## config.mk

```make
export PLATFORM = sky130hd
export DESIGN_NAME = irig_frame_sequencer
export DESIGN_NICKNAME = d
export VERILOG_FILES = /design/src/rtl/irig_pkg.sv /design/src/rtl/irig_pulse_classifier.sv /design/src/rtl/irig_frame_sequencer.sv
export SDC_FILE = /design/constraint.sdc
export NUM_CORES = 1
export LEC_CHECK = 0
export ABC_AREA = 0
export CORE_MARGIN = 1
export CORE_UTILIZATION = 42
export DETAILED_ROUTE_END_ITERATION = 6
export PLACE_DENSITY = 0.65
export SETUP_SLACK_MARGIN = 0.15
export SYNTH_ARGS = -nofsm -noshare
export SYNTH_HDL_FRONTEND = slang
export SYNTH_HIERARCHICAL = 1
export SYNTH_SLANG_ARGS = --single-unit
export TNS_END_PERCENT = 100
```

## constraint.sdc

```tcl
create_clock -name clk -period 4.1 [get_ports clk]
set_input_delay 0.615 -clock clk [delete_from_list [all_inputs] [get_ports clk]]
set_output_delay 0.615 -clock clk [all_outputs]
set_load 0.05 [all_outputs]
```

## src/rtl/irig_pkg.sv

```systemverilog
// Shared encodings for the IRIG-B frame sequencer: symbol codes, error
// causes, FSM states and default frame geometry.
package irig_pkg;

  localparam int CNT_W_DEF         = 32;
  localparam int FRAME_BITS_DEF    = 100;
  localparam int MARK_INTERVAL_DEF = 10;

  // Classified pulse symbol
  typedef enum logic [1:0] {
    SYM_ZERO = 2'd0,
    SYM_ONE  = 2'd1,
    SYM_MARK = 2'd2
  } sym_e;

  // Error cause reported alongside the err pulse
  typedef enum logic [1:0] {
    ERR_NONE    = 2'd0,
    ERR_GLITCH  = 2'd1,
    ERR_MARK    = 2'd2,
    ERR_OVERRUN = 2'd3
  } err_e;

  // Frame alignment FSM states
  typedef enum logic [1:0] {
    ST_HUNT = 2'd0,
    ST_SYNC = 2'd1,
    ST_RECV = 2'd2
  } state_e;

endpackage

```

## src/rtl/irig_pulse_classifier.sv

```systemverilog
// Measures the width of each high pulse on the sampled IRIG level and
// classifies it at the falling edge. Outputs are combinational pulses that
// are valid in the ce cycle that samples the falling edge; the sequencer
// registers them.
module irig_pulse_classifier
  import irig_pkg::*;
#(
  parameter int CNT_W = CNT_W_DEF
) (
  input  logic             clk,
  input  logic             rst_n,
  input  logic             ce,
  input  logic             gpio,
  input  logic [CNT_W-1:0] thr_one,
  input  logic [CNT_W-1:0] thr_mark,
  input  logic [CNT_W-1:0] max_high,
  output logic             sym_valid,
  output sym_e             sym,
  output logic             glitch
);

  logic             gpio_prev;
  logic [CNT_W-1:0] width;
  logic             fall;

  assign fall = ce && !gpio && gpio_prev;

  // Edge history and saturating high-time counter; the first high sample counts as 1
  always_ff @(posedge clk) begin
    if (!rst_n) begin
      gpio_prev <= 1'b0;
      width     <= '0;
    end else if (ce) begin
      gpio_prev <= gpio;
      if (gpio && !gpio_prev) begin
        width <= CNT_W'(1);
      end else if (gpio && (width != '1)) begin
        width <= width + CNT_W'(1);
      end
    end
  end

  // Threshold compare on the falling edge; over-long pulses are glitches
  always_comb begin
    sym_valid = 1'b0;
    sym       = SYM_ZERO;
    glitch    = 1'b0;
    if (fall) begin
      if (width < thr_one) begin
        sym_valid = 1'b1;
        sym       = SYM_ZERO;
      end else if (width < thr_mark) begin
        sym_valid = 1'b1;
        sym       = SYM_ONE;
      end else if (width <= max_high) begin
        sym_valid = 1'b1;
        sym       = SYM_MARK;
      end else begin
        glitch    = 1'b1;
      end
    end
  end

endmodule

```

## src/rtl/irig_frame_sequencer.sv

```systemverilog
// Locks onto the IRIG-B frame reference (two consecutive markers), checks
// the position-marker grid, assembles 100-symbol frames and hands them to
// the time decoder.
//
// Handshake: frame_valid rises when a completed frame is loaded into
// frame_data and stays high, with frame_data stable, until a cycle with
// frame_valid && frame_ready; that cycle is the transfer. A frame completing
// while an untransferred frame is held (and frame_ready is low) is dropped
// and reported as an overrun; the held frame is not disturbed.
module irig_frame_sequencer
  import irig_pkg::*;
#(
  parameter int CNT_W         = CNT_W_DEF,
  parameter int FRAME_BITS    = FRAME_BITS_DEF,
  parameter int MARK_INTERVAL = MARK_INTERVAL_DEF
) (
  input  logic                  clk,
  input  logic                  rst_n,
  input  logic                  ce,
  input  logic                  gpio,
  input  logic [CNT_W-1:0]      thr_one,
  input  logic [CNT_W-1:0]      thr_mark,
  input  logic [CNT_W-1:0]      max_high,
  output logic [FRAME_BITS-1:0] frame_data,
  output logic                  frame_valid,
  input  logic                  frame_ready,
  output logic                  bit_valid,
  output logic [1:0]            bit_sym,
  output logic                  locked,
  output logic                  err,
  output logic [1:0]            err_code,
  output logic [1:0]            state_out
);

  localparam int IDX_W = $clog2(FRAME_BITS);
  localparam int GRP_W = $clog2(MARK_INTERVAL);
  localparam logic [IDX_W-1:0] LAST_IDX = IDX_W'(FRAME_BITS - 1);
  localparam logic [GRP_W-1:0] SLOT_POS = GRP_W'(MARK_INTERVAL - 1);

  state_e                 state;
  logic [IDX_W-1:0]       idx;
  logic [GRP_W-1:0]       grp;
  logic [FRAME_BITS-1:0]  acc;
  logic [FRAME_BITS-1:0]  acc_next;

  logic cls_valid;
  sym_e cls_sym;
  logic cls_glitch;

  logic is_mark;
  logic on_slot;
  logic slot_ok;
  logic last_sym;
  logic can_load;

  irig_pulse_classifier #(
    .CNT_W (CNT_W)
  ) u_classifier (
    .clk       (clk),
    .rst_n     (rst_n),
    .ce        (ce),
    .gpio      (gpio),
    .thr_one   (thr_one),
    .thr_mark  (thr_mark),
    .max_high  (max_high),
    .sym_valid (cls_valid),
    .sym       (cls_sym),
    .glitch    (cls_glitch)
  );

  assign is_mark   = (cls_sym == SYM_MARK);
  assign on_slot   = (grp == SLOT_POS);
  assign slot_ok   = (on_slot == is_mark);
  assign last_sym  = (idx == LAST_IDX);
  assign can_load  = !frame_valid || frame_ready;
  assign state_out = state;

  // Frame accumulator with the current symbol written at its index
  always_comb begin
    acc_next      = acc;
    acc_next[idx] = (cls_sym == SYM_ONE);
  end

  // Alignment FSM, index/grid tracking, frame store and output handshake
  always_ff @(posedge clk) begin
    if (!rst_n) begin
      state       <= ST_HUNT;
      idx         <= '0;
      grp         <= '0;
      acc         <= '0;
      frame_data  <= '0;
      frame_valid <= 1'b0;
      bit_valid   <= 1'b0;
      bit_sym     <= 2'd0;
      locked      <= 1'b0;
      err         <= 1'b0;
      err_code    <= 2'd0;
    end else begin
      bit_valid <= 1'b0;
      err       <= 1'b0;

      if (frame_valid && frame_ready) begin
        frame_valid <= 1'b0;
      end

      if (cls_valid) begin
        bit_valid <= 1'b1;
        bit_sym   <= cls_sym;
        case (state)
          ST_HUNT: begin
            locked <= 1'b0;
            if (is_mark) begin
              state <= ST_SYNC;
            end
          end
          ST_SYNC: begin
            if (is_mark) begin
              // This marker is Pr (index 0); next symbol is index 1
              state  <= ST_RECV;
              idx    <= IDX_W'(1);
              grp    <= GRP_W'(1);
              acc    <= '0;
              locked <= 1'b1;
            end else begin
              state  <= ST_HUNT;
              locked <= 1'b0;
            end
          end
          ST_RECV: begin
            if (!slot_ok) begin
              err      <= 1'b1;
              err_code <= ERR_MARK;
              state    <= ST_HUNT;
              locked   <= 1'b0;
            end else if (last_sym) begin
              // P0 closes the frame; the next marker must be Pr
              state <= ST_SYNC;
              if (can_load) begin
                frame_data  <= acc_next;
                frame_valid <= 1'b1;
              end else begin
                err      <= 1'b1;
                err_code <= ERR_OVERRUN;
              end
            end else begin
              acc <= acc_next;
              idx <= idx + IDX_W'(1);
              grp <= on_slot ? '0 : grp + GRP_W'(1);
            end
          end
          default: begin
            state  <= ST_HUNT;
            locked <= 1'b0;
          end
        endcase
      end else if (cls_glitch) begin
        err      <= 1'b1;
        err_code <= ERR_GLITCH;
        if (state != ST_HUNT) begin
          state  <= ST_HUNT;
          locked <= 1'b0;
        end
      end
    end
  end

endmodule
```

==> results_dict.tcl, run 1 <==
set metrics [dict create \
    status "complete, no violations" \
    synth_top_area_cell "dfxtp_1" \
    synth_warnings 6 \
    clock.fmax_mhz 257.1 \
    final_common_cell "dfxtp_1" \
    via_per_inst 5.524 \
    async_flop_share 0 \
    numCtsBuffers 28 \
    stdcell_count 2372 \
    layout_setup_ws_ps 210.6 \
    cts.htree.levels 1 \
    drc_errors 0 \
    grt_overflow 0 \
    synth.avg_cell_area_um2 8.350 \
    grt_setup_unrepaired "no" \
    grt_pass1_vias 12260 \
    min_from "acc[99]$_SDFFE_PN0P_" \
    pre_cts_slack_ps -575.5 \
    final_core_util 0.5490 \
    fin_crit_sh 0.9486 \
    seq_area_frac_synth 0.3559 \
    dp_cells 2304 \
    grt_usage 0.2213 \
    grt_max_degree 75 \
    postRouteAntennaNets 0 \
    cts_buffer_depth 3 \
    clkSinkCount 254 \
    die_x_um 186.4 \
    muxShareOfSynthArea 0.1063 \
    drt-initial-drc-count 837 \
    p_per_area_nw_per_um2 285.6 \
    synth_top_flop_cell "dfxtp_1" \
    cts_tree "yes" \
    start_kind "input pin" \
    synthSimpleGateAreaFrac 0.1830 \
    setup-tns-final_ps 0 \
    die_y_um 186.4 \
    final_cell_mix "254 x dfxtp_1, 204 x clkdlybuf4s50_1, 198 x nand2_1" \
    wl_mm 41.20 \
    peakVddDrop_mv 0.2749 \
    ios 211 \
    cap_viol_max_count 0 \
    drive_gt1_frac 0.1076 \
    synth_top_area_share 0.3559 \
    syn_to_final_growth_pct 28.85 \
    min_period_ps 3889 \
    maxSlewViolCount 0 \
    cp_max_fo 10 \
    timing.rr.start "u_classifier/width[3]$_SDFFE_PN0P_" \
    fin_worst_skew_ps 11.91 \
    setup_violations 0 \
    end_kind "flop" \
    ys_ff_latch 254 \
    dieArea_um2 34760 \
    io_buffers 210 \
    synthXorXnorAreaFrac 0.01769 \
    synth_top_family_by_area "simple AND/OR/NAND/NOR gates" \
    placedInstanceArea_um2 17010 \
    synth_edf_count 0 \
    cts-root-buf "clkbuf_16" \
    dr_total_vias 13100 \
    dp_hpwl_mm 27.08 \
    drt_first_pass_iters 5 \
    nets 2101 \
    synth-compound-area-share 0.1771 \
    p_leak_nw 7.020 \
    rows 67 \
    syn-num-nets 1910 \
    clkTransAtPathRegs_ps 60 \
    synth_area_um2 14290 \
    core_area_um2 33530 \
    worstHoldPathType "reg2reg" \
    arrival_ps 4310 \
    required_ps 4520 \
    crit_start "max_high[9]" \
    grt_antenna_before_repair 1 \
    worst_pin_slew_ps 1214 \
    hold_viol_final 0 \
    synthCells 1711 \
    wl_per_cell_um 17.37 \
    grt_pass1_wl_mm 63.96 \
    synth.distinct_cells 64 \
    synth_area_leaders "dfxtp_1 36%, mux2i_1 10%, ha_1 8.6%, nand2_1 5.3%, o31ai_1 5.0%" \
    synthAdderAreaFrac 0.08582 \
    postCtsHoldBufs 0 \
    gp_congestion 0.8750 \
    insertion_delay_ps 550 \
    crit_type "in2reg" \
    maxSlewHeadroom 0.1879 \
    design_area_um2 18410 \
    start_util 0.4261 \
]
-- timing repair --
item | 4_1_cts | 5_1_grt
endpoints found under the setup margin | 205 | 210
gates cloned | 2 | 7
pin swaps | 2 | 16
buffers inserted | 1 | 6
resized for setup | 9 | 44
-- worst paths after layout --
path,to,slack [ps],depth (start not counted)
worst min-delay path,acc[99]$_SDFFE_PN0P_,450,2
worst max-delay path,frame_data[25]$_SDFFE_PN0P_,210,19
worst max register to register,frame_data[25]$_SDFFE_PN0P_,300,16
worst min register to register,acc[99]$_SDFFE_PN0P_,450,2
-- metrics by stage --
stage               total power [mW]  hold slack (ps)
floorplan                      2.624            424.9
global placement               2.757            432.9
detailed placement             2.759            438.9
CTS                            5.303            449.8
global route                   5.435            458.5
finish                         5.257            445.3
-- routing by layer --
| metal | GRT usage | up-vias | routed length, um |
|---|---|---|---|
| met4 | 0.05245 | 0 | 759 |
| met2 | 0.3786 | 374 | 19420 |
| met3 | 0.02633 | 64 | 2330 |
| met5 | 0 | - | 0 |
| met1 | 0.2956 | 6224 | 18690 |
| li1 | - | 6442 | - |
-- flip-flops by register name, summed over array words and instances (netlist names) --
register and count:
bit_valid 1, bit_sym 2, frame_valid 1, u_classifier/width 32
err_code 2, grp 4, err 1, u_classifier/gpio_prev 1
acc 100, locked 1, idx 7, frame_data 100
state_out 2
-- kinds of logic (layout without fill, tap and decap cells) --
kind of cell,count (synthesis),count (layout)
and+or+nand+nor,542,543
DFF,254,254
other,0,1
buffers and inverters,242,453
muxes,151,151
adders and majority gates,98,98
xor gates and xnor gates,28,28
AOI/OAI and AO/OA,396,396
-- final cells by class --
class	instances	area, um^2
fillers	2972	15120
flip-flops and latches	254	5085
repair buffers	298	3107
well taps	448	560.5
clock inverters	8	101.3
inverters	104	391.6
multi-input cells	1216	8324
clock buffers	43	837.1
diodes	1	2.502
-- synthesized netlist by cell type, drive strengths merged, types with 5 or more instances --
cell type,n
dfxtp,254
nand2,200
nor2,152
mux2i,145
o21ai,142
clkbuf,108
inv,104
ha,98
o31ai,95
a21oi,70
nand4,52
buf,30
nand3,30
nor3,27
o311a,21
a21o,19
a31o,19
xor2,16
xnor2,12
nand2b,10
nand3b,8
nor2b,7
or3,7
and2,6
and3,6
mux2,6
a211oi,5
and4,5
nand4b,5
nand4bb,5
nor4,5
-- worst max-delay path, stage by stage --
cell	delay, ps
clkdlybuf4s50_1	470
inv_1	60
ha_1	300
a21o_1	190
nand3_1	70
a21oi_1	70
or4b_4	500
a221oi_2	240
buf_4	150
and3_4	190
nor2b_4	140
buf_6	120
xnor2_4	100
nor4b_4	290
buf_6	180
buf_12	160
clkbuf_16	180
mux2i_1	210
nor2_1	50
-- where the power goes --
group          switching, mW  internal (mW)  total [mW]
logic                  0.117          0.125       0.242
clock network           1.02           1.52        2.54
registers            0.00132           2.47        2.47
total                   1.14           4.12        5.26
(Power assumes the default switching activity.)
==> run 2: changes to the inputs <==
Settings changed: ABC_AREA 0 to not set, SYNTH_HIERARCHICAL 1 to not set.
==> run 2 against run 1 <==
  * Wire length fell by 12%
  * Register-to-register slack improved by 430 ps
  * Sequential power barely moved
  * Clock skew rose by 11 ps
  * Design area fell by 7.2%
  * Cell count fell by 6.8%
  * Critical endpoint is now acc[66]$_SDFFE_PN0P_
  * Highest routed layer unchanged
==> results_dict.tcl, run 2 <==
set metrics [dict create \
    peakVddDrop_mv 0.2325 \
    drive_gt1_frac 0.09121 \
    synthAdderAreaFrac 0.09071 \
    arrival_ps 3900 \
    cts_tree "yes" \
    ys_ff_latch 254 \
    synthTopCellsByCount "254 x dfxtp_1, 237 x nand2_1, 140 x a21oi_1" \
    postCtsSetupBuffers 0 \
    drt_first_pass_iters 7 \
    worst_path_largest_cell_delay_ps 460 \
    seq_area_frac_synth 0.3762 \
    dp_hpwl_mm 25.13 \
    grt_max_degree 82 \
    p_leak_nw 6.713 \
    crit_type "in2reg" \
    n_antenna_cell 0 \
    synth_warnings 0 \
    r2r_slack_ps 730 \
    synth.avg_cell_area_um2 8.324 \
    rows 65 \
    cts_buffer_depth 3 \
    p_per_area_nw_per_um2 304.6 \
    synth_top_flop_cell "dfxtp_1" \
    start_util 0.4273 \
    insertion_delay_ps 540 \
    synth.distinct_cells 58 \
    hold_viol_final 0 \
    wl_per_cell_um 16.39 \
    grt_antenna_before_repair 0 \
    gp_congestion 0.8584 \
    grt_pass1_vias 11250 \
    cap_viol_max_count 0 \
    reg.largest.list "acc: 100 flops, frame_data: 100 flops, u_classifier.width: 32 flops" \
    clkSinkCount 254 \
    synth_area_um2 13520 \
    synthXorXnorAreaFrac 0.01749 \
    cts.htree.levels 1 \
    setup-tns-final_ps 0 \
    synth_top_area_cell "dfxtp_1" \
    fin_crit_sh 0.8412 \
    fin_worst_skew_ps 22.57 \
    postCtsResizedCells 0 \
    grt_overflow 0 \
    numCtsBuffers 28 \
    required_ps 4550 \
    status "complete, no violations" \
    syn-num-nets 1823 \
    dr_total_vias 12120 \
    via_per_inst 5.483 \
    clock.fmax_mhz 289.9 \
    die_y_um 181.4 \
    synthCells 1624 \
    drt-initial-drc-count 836 \
    synth_edf_count 0 \
    p_sw_mw 1.132 \
    cts-root-buf "clkbuf_16" \
    synth_top_area_share 0.3762 \
    start_kind "input pin" \
    async_flop_share 0 \
    ff2ff_path_depth 11 \
    syn_to_final_growth_pct 26.34 \
    dieArea_um2 32910 \
    grt_pass1_wl_mm 58.69 \
    synth-compound-area-share 0.2193 \
    maxSlewViolCount 0 \
    muxShareOfSynthArea 0.04147 \
    path_cells "clkdlybuf4s50_1, inv_1, ha_1, a211oi_1, o21ai_0, a211oi_1, o21ai_0, a31o_2, and3_1, a22oi_2, buf_12, a21oi_1, o22ai_1" \
    core_area_um2 31640 \
    clkTransAtPathRegs_ps 60 \
    maxSlewHeadroom 0.2202 \
    min_period_ps 3449 \
    io_buffers 210 \
    whs_ps 458.3 \
    grt_usage 0.2155 \
    swShare 0.2176 \
    hold_end "frame_data[93]$_SDFFE_PN0P_" \
    postCtsHoldBufs 0 \
    grt_setup_unrepaired "no" \
    nets 1988 \
    synth_area_leaders "dfxtp_1 38%, ha_1 9.1%, nand2_1 6.6%, a21oi_1 5.2%, a211oi_2 4.6%" \
    worst_pin_slew_ps 1161 \
    combPwrFrac 0.048 \
    hold_depth 2 \
    slowest_stage "clkdlybuf4s50_1" \
    postRouteAntennaNets 0 \
    cp_max_fo 46 \
    worstReg2RegEnd "acc[66]$_SDFFE_PN0P_" \
    synth_top_family_by_area "compound AO/OA/AOI/OAI gates" \
    wl_mm 36.24 \
    final_common_cell "dfxtp_1" \
    ios 211 \
    final_cell_mix "254 x dfxtp_1, 237 x nand2_1, 209 x clkdlybuf4s50_1" \
    timing.rr.start "u_classifier.width[2]$_SDFFE_PN0P_" \
    worstHoldPathType "reg2reg" \
    end_kind "flop" \
    synth_most_common_cell "dfxtp_1" \
    clkPwrFrac 0.476 \
    min_from "acc[93]$_SDFFE_PN0P_" \
    drc_errors 0 \
    setup_violations 0 \
    sequentialPowerShare 0.475 \
    synthSimpleGateAreaFrac 0.1843 \
    p_int_mw 4.071 \
    die_x_um 181.4 \
]
==> run 2: through the flow <==
stage | utilization | total power, mW | cells | cell area [um^2] | setup slack [ps]
floorplan | - | 2.642 | 1624 | 13520 | 888.6
global placement | 0.5108 | 2.773 | 2161 | 16160 | 145.7
detailed placement | 0.5108 | 2.778 | 2161 | 16160 | 107.4
CTS | 0.5398 | 5.262 | 2211 | 17080 | 642.7
global route | 0.5398 | 5.394 | 2211 | 17080 | 480.5
finish | 0.5398 | 5.203 | 2211 | 17080 | 650.9
==> run 2: per-layer routing <==
layer | up-vias | routed length, um | GRT usage
met1 | 5645 | 17300 | 0.2981
met3 | 41 | 1755 | 0.02407
met2 | 319 | 16540 | 0.3594
met4 | 0 | 653 | 0.04780
met5 | - | 0 | 0
li1 | 6118 | - | -
==> run 2: worst max path at each step <==
stage / from / to / depth (start not counted)
2_1_floorplan: max_high[14] / frame_data[10]$_SDFFE_PN0P_ / 13
3_3_place_gp: thr_one[2] / grp[1]$_SDFFE_PN0P_ / 13
3_5_place_dp: thr_one[2] / grp[3]$_SDFFE_PN0P_ / 13
4_1_cts: thr_one[2] / acc[66]$_SDFFE_PN0P_ / 13
5_1_grt: thr_one[2] / acc[66]$_SDFFE_PN0P_ / 13
6_report: thr_one[2] / acc[66]$_SDFFE_PN0P_ / 13
==> run 2: logic make-up after synthesis <==
logic type	after synthesis
simple gates	537
compound gates	426
flops	254
buf+inv	226
fa+ha+maj	98
mux	56
xor+xnor	27
==> run 2: worst max-delay path, delay by kind of cell <==
kind / cells / cell delay [ps]
simple gates: 1 / 230
buf+inv: 3 / 780
compound gates: 8 / 1960
fa+ha+maj: 1 / 290
==> run 2: cell type report <==
cell class	count	area, um^2
Fill cell	2868	14560
Inverter	104	391.6
Timing Repair Buffer	257	2653
Clock inverter	11	127.6
Clock buffer	39	792.0
Sequential cell	254	5085
Multi-Input combinational cell	1144	7527
Tap cell	402	503.0
==> run 2: power by group through the flow <==
stage	Combinational, mW	Sequential (mW)	Clock [mW]
after floorplan	0.115	2.53	0
after global placement	0.246	2.53	0
after detailed placement	0.251	2.53	0
after CTS	0.253	2.47	2.54
after global routing	0.278	2.47	2.65
final	0.252	2.47	2.48
